===== src/rtl/alu16_mul_seq.sv =====
// rtl/alu16_mul_seq.sv - 16x16 unsigned shift-and-add multiply sequencer around one ALU16Bit
// Build option: ALU_MUL_ZERO_BYPASS_EN finishes a multiply with a zero operand in one cycle.

// Small 16-bit ALU slice: AND/OR/ADD/SLT, with b inversion (op[2]) for subtract.
module ALU16Bit (
  input  logic [15:0] a_i,
  input  logic [15:0] b_i,
  input  logic [2:0]  op_i,
  input  logic        cin_i,
  input  logic        less_i,
  output logic [15:0] result_o,
  output logic        cout_o,
  output logic        set_o,
  output logic        zero_o,
  output logic        g_o,
  output logic        p_o,
  output logic        overflow_o
);
  logic [15:0] b_eff;
  logic        cin_eff;
  logic [16:0] sum;
  logic [16:0] sum_nc;

  assign b_eff   = op_i[2] ? ~b_i : b_i;
  assign cin_eff = cin_i | op_i[2];
  assign sum     = {1'b0, a_i} + {1'b0, b_eff} + {16'd0, cin_eff};
  assign sum_nc  = {1'b0, a_i} + {1'b0, b_eff};

  assign cout_o     = sum[16];
  assign overflow_o = (a_i[15] == b_eff[15]) && (sum[15] != a_i[15]);
  assign set_o      = sum[15] ^ overflow_o;
  assign g_o        = sum_nc[16];
  assign p_o        = &(a_i ^ b_eff);
  assign zero_o     = (result_o == 16'd0);

  // Function select on the low two opcode bits.
  always_comb begin
    result_o = 16'd0;
    case (op_i[1:0])
      2'b00:   result_o = a_i & b_eff;
      2'b01:   result_o = a_i | b_eff;
      2'b10:   result_o = sum[15:0];
      default: result_o = {15'd0, less_i};
    endcase
  end
endmodule

module alu16_mul_seq (
  input  logic        clk_i,
  input  logic        reset_i,
  input  logic        start_i,
  input  logic [15:0] a_i,
  input  logic [15:0] b_i,
  output logic        busy_o,
  output logic        done_o,
  output logic [31:0] product_o
);
  typedef enum logic [1:0] {S_IDLE, S_CALC, S_DONE} state_t;

  state_t      state_q;
  logic [15:0] mcand_q;
  logic [15:0] hi_q;
  logic [15:0] lo_q;
  logic [4:0]  cnt_q;
  logic        busy_q;
  logic        done_q;
  logic [31:0] product_q;

  logic [15:0] hi_d;
  logic [15:0] lo_d;
  logic [15:0] alu_result;
  logic        alu_cout;
  logic        alu_set_unused;
  logic        alu_zero_unused;
  logic        alu_g_unused;
  logic        alu_p_unused;
  logic        alu_overflow_unused;
  logic        bypass;

`ifdef ALU_MUL_ZERO_BYPASS_EN
  assign bypass = (a_i == 16'd0) || (b_i == 16'd0);
`else
  assign bypass = 1'b0;
`endif

  ALU16Bit u_alu (
    .a_i        (hi_q),
    .b_i        (mcand_q),
    .op_i       (3'b010),
    .cin_i      (1'b0),
    .less_i     (1'b0),
    .result_o   (alu_result),
    .cout_o     (alu_cout),
    .set_o      (alu_set_unused),
    .zero_o     (alu_zero_unused),
    .g_o        (alu_g_unused),
    .p_o        (alu_p_unused),
    .overflow_o (alu_overflow_unused)
  );

  // One shift-and-add step: add multiplicand when the current multiplier bit is set, then shift right with carry into hi[15].
  always_comb begin
    hi_d = hi_q;
    lo_d = lo_q;
    if (lo_q[0]) begin
      {hi_d, lo_d} = {alu_cout, alu_result, lo_q[15:1]};
    end else begin
      {hi_d, lo_d} = {1'b0, hi_q, lo_q[15:1]};
    end
  end

  // Control FSM with registered busy/done/product; reset has priority over start.
  always_ff @(posedge clk_i) begin
    if (reset_i) begin
      state_q   <= S_IDLE;
      mcand_q   <= 16'd0;
      hi_q      <= 16'd0;
      lo_q      <= 16'd0;
      cnt_q     <= 5'd0;
      busy_q    <= 1'b0;
      done_q    <= 1'b0;
      product_q <= 32'd0;
    end else begin
      case (state_q)
        S_CALC: begin
          hi_q  <= hi_d;
          lo_q  <= lo_d;
          cnt_q <= cnt_q + 5'd1;
          if (cnt_q == 5'd15) begin
            state_q   <= S_DONE;
            product_q <= {hi_d, lo_d};
            busy_q    <= 1'b0;
            done_q    <= 1'b1;
          end
        end
        default: begin
          busy_q <= 1'b0;
          done_q <= 1'b0;
          if (start_i) begin
            mcand_q <= a_i;
            lo_q    <= b_i;
            hi_q    <= 16'd0;
            cnt_q   <= 5'd0;
            if (bypass) begin
              state_q   <= S_DONE;
              product_q <= 32'd0;
              done_q    <= 1'b1;
            end else begin
              state_q <= S_CALC;
              busy_q  <= 1'b1;
            end
          end else begin
            state_q <= S_IDLE;
          end
        end
      endcase
    end
  end

  assign busy_o    = busy_q;
  assign done_o    = done_q;
  assign product_o = product_q;
endmodule


===== config.mk =====
export PLATFORM = sky130hd
export DESIGN_NAME = alu16_mul_seq
export DESIGN_NICKNAME = d
export VERILOG_FILES = /design/src/rtl/alu16_mul_seq.sv
export SDC_FILE = /design/constraint.sdc
export NUM_CORES = 1
export LEC_CHECK = 0
export ABC_AREA = 0
export BUFFER_PORTS_ARGS = -buffer_cell sky130_fd_sc_hd__buf_2
export CAP_MARGIN = 20
export CORE_MARGIN = 5
export CORE_UTILIZATION = 60
export CTS_BUF_LIST = sky130_fd_sc_hd__clkbuf_8
export CTS_CLUSTER_SIZE = 28
export DETAILED_ROUTE_END_ITERATION = 6
export PLACE_DENSITY = 0.82
export SLEW_MARGIN = 10
export SYNTH_ARGS = -nofsm -noshare
export SYNTH_HDL_FRONTEND = slang
export SYNTH_HIERARCHICAL = 1
export SYNTH_SLANG_ARGS = --single-unit

===== constraint.sdc =====
create_clock -name clk_i -period 4.6 [get_ports clk_i]
set_input_delay 0.92 -clock clk_i [delete_from_list [all_inputs] [get_ports clk_i]]
set_output_delay 0.92 -clock clk_i [all_outputs]
set_load 0.05 [all_outputs]

==> flow_summary.ini <==
[sta]
fin_tns_setup_ns = 0
finClkSkew_ns = 0.0130
setup_ws_ns = 1.11
slew_headroom_pct = 23.9
grt_setup_unrepaired = no
fmax_mhz = 286
hold_violations = 0
min_period_ns = 3.49
slew_viol_final = 0
worst_slew_pin_slew_ns = 1.14
min_period_over_period_pct = 75.9
setup_viol = 0

[worst_setup_path]
crit_family = simple AND/OR/NAND/NOR gates
start_kind = flip-flop
crit_path_end_kind = flip-flop
r2r_setup_slack_ns = 1.11
cpMaxStageDelayCell = fa_1
crit_path_cell_trace = xor2_1 -> ha_1 -> inv_1 -> fa_1 -> nand2b_2 -> a211o_1 -> and3_1 -> or2_2 -> a31oi_1 -> a211oi_1 -> or2_2 -> mux2i_1 -> a211oi_1
cp.required_ns = 4.80
critical_path_peak_fanout = 5
crit_arrival_ns = 3.70
crit_cells = 13
cp.buffers_inverters = 1
reg2regPathDepth = 13
critPathKind = flip-flop to flip-flop
cp_slowest_stage_delay_ns = 0.43

[routing]
first_pass_iters = 5
vias_per_cell = 5.92
vias = 5066
wl_per_cell_microns = 16.0
drt_first_iter_violations = 281
drtAntennaViolNets = 0
drt-total-wl_microns = 13700
drcViolationCount = 0

[place]
place_ws_ns = 1.18
placedCellCount = 840
port_buffers = 68
place_hpwl_microns = 10000
place_congestion = 0.957

[floorplanning]
num_rows = 35
die_w_microns = 107
die_h_microns = 107
start_util_pct = 61.6
io_pins = 69
coreArea_sq_um = 9240
die_area_sq_um = 11500

[cells_and_area]
finish.utilization_pct = 67.3
fin_cells = 856
antenna_cells = 0
drive_above_1_share_pct = 15.4
nets = 794
area_delta_synth_final_pct = 9.26

[clock_tree]
tritoncts = yes
cts_buffers = 9
cts-root-buf = clkbuf_8
cts_sinks = 88
cts_resized = 0
hold_buffers = 0
clk-insertion-delay-late_ns = 0.35
post_cts_buffers = 0
clkTransAtPathRegs_ns = 0.09
htreeDepth = 3
cts_buffer_depth = 2

[power_and_ir_drop]
p_int_mw = 1.26
combinationalPowerShare_pct = 20.2
seq_power_share_pct = 45.4
clkPwrFrac_pct = 34.4
p_sw_mw = 0.528
p_total_mw = 1.78
p_per_area_nw_per_um2 = 287
swShare_pct = 29.6
vdd_ir_drop_max_v = 0.000266
static-leakage-power_nw = 2.58

[run_status]
outcome = finished, final reports clean

[global_routing]
grtUsageTotal_pct = 24.1
grt_pass1_vias = 4789
grt_pass1_wl_microns = 22800
grt_antenna_before_repair = 0
grt_max_degree = 51
grt_overflow_total = 0

[min_path]
hold_path.class = flip-flop to flip-flop
hold_depth = 2

[synthesis]
syn_inst = 680
synth.cell_area_sq_um = 5690
ys_warn_count = 6
synth_area_per_cell_sq_um = 8.37

[run]
drv_cap = 0
[placed cells by master, fill, tap and decap left out, types with 3 or more instances in the layout]
cell       instances
conb_1            11
nand3_1           29
o21ai_0           36
dfxtp_1           88
nand2_1           54
nor4_1             4
xnor2_1            7
nand2b_1           6
xor2_1            21
and2_1             3
o21ai_1            5
mux2i_1           37
o211ai_1           3
or2_2              4
buf_2             68
a31oi_1            3
nor2b_1            5
and3_1             7
a21oi_1           53
ha_1              36
clkbuf_8          10
nor3_1             5
o2bb2ai_1         17
inv_1             47
o22ai_1            5
a21o_1             4
nor2_1            52
a211oi_1          40
[worst min-delay path: stages (launching register included)]
cell,delay [ns]
dfxtp_1,0.32
nand2_1,0.05
a21oi_1,0.05
[per-stage QoR]
step,hold slack [ns],cell area [sq um]
final,0.456,6220
after global placement,0.439,5980
after detailed placement,0.444,5980
after global routing,0.479,6220
after CTS,0.457,6220
after floorplan,0.432,5720
[power groups by stage]
stage | clock network, mW | registers (mW) | logic [mW]
6_report | 0.614 | 0.810 | 0.360
5_1_grt | 0.656 | 0.814 | 0.399
4_1_cts | 0.629 | 0.810 | 0.348
3_5_place_dp | 0 | 0.827 | 0.346
3_3_place_gp | 0 | 0.826 | 0.336
2_1_floorplan | 0 | 0.818 | 0.287
[state kept, by name (all words and copies together) (netlist names)]
register   flops
product_o     32
hi_q          16
lo_q          16
mcand_q       16
cnt_q          5
state_q        2
done_o         1
[area by class of cell]
type | count | area, sq um
Tap cell | 129 | 161
Multi-Input combinational cell | 507 | 3530
Timing Repair Buffer | 69 | 348
Clock inverter | 6 | 97.6
Fill cell | 760 | 3020
Sequential cell | 88 | 1760
Clock buffer | 10 | 138
Inverter | 47 | 176
[per-layer routing]
layer	track usage (%)	share of wire (%)	vias to the layer above
met4	7.66	1.6	0
met5	0	0	-
met3	3.90	6.7	18
met1	32.1	45	2386
li1	-	-	2488
met2	40.0	47	174
[final timing paths]
check,endpoint,from
min reg2reg,product_o[2],product_o[2]
max,product_o[21],mcand_q[0]
min,product_o[2],product_o[2]
max reg2reg,product_o[21],mcand_q[0]
(Power assumes the default switching activity.)
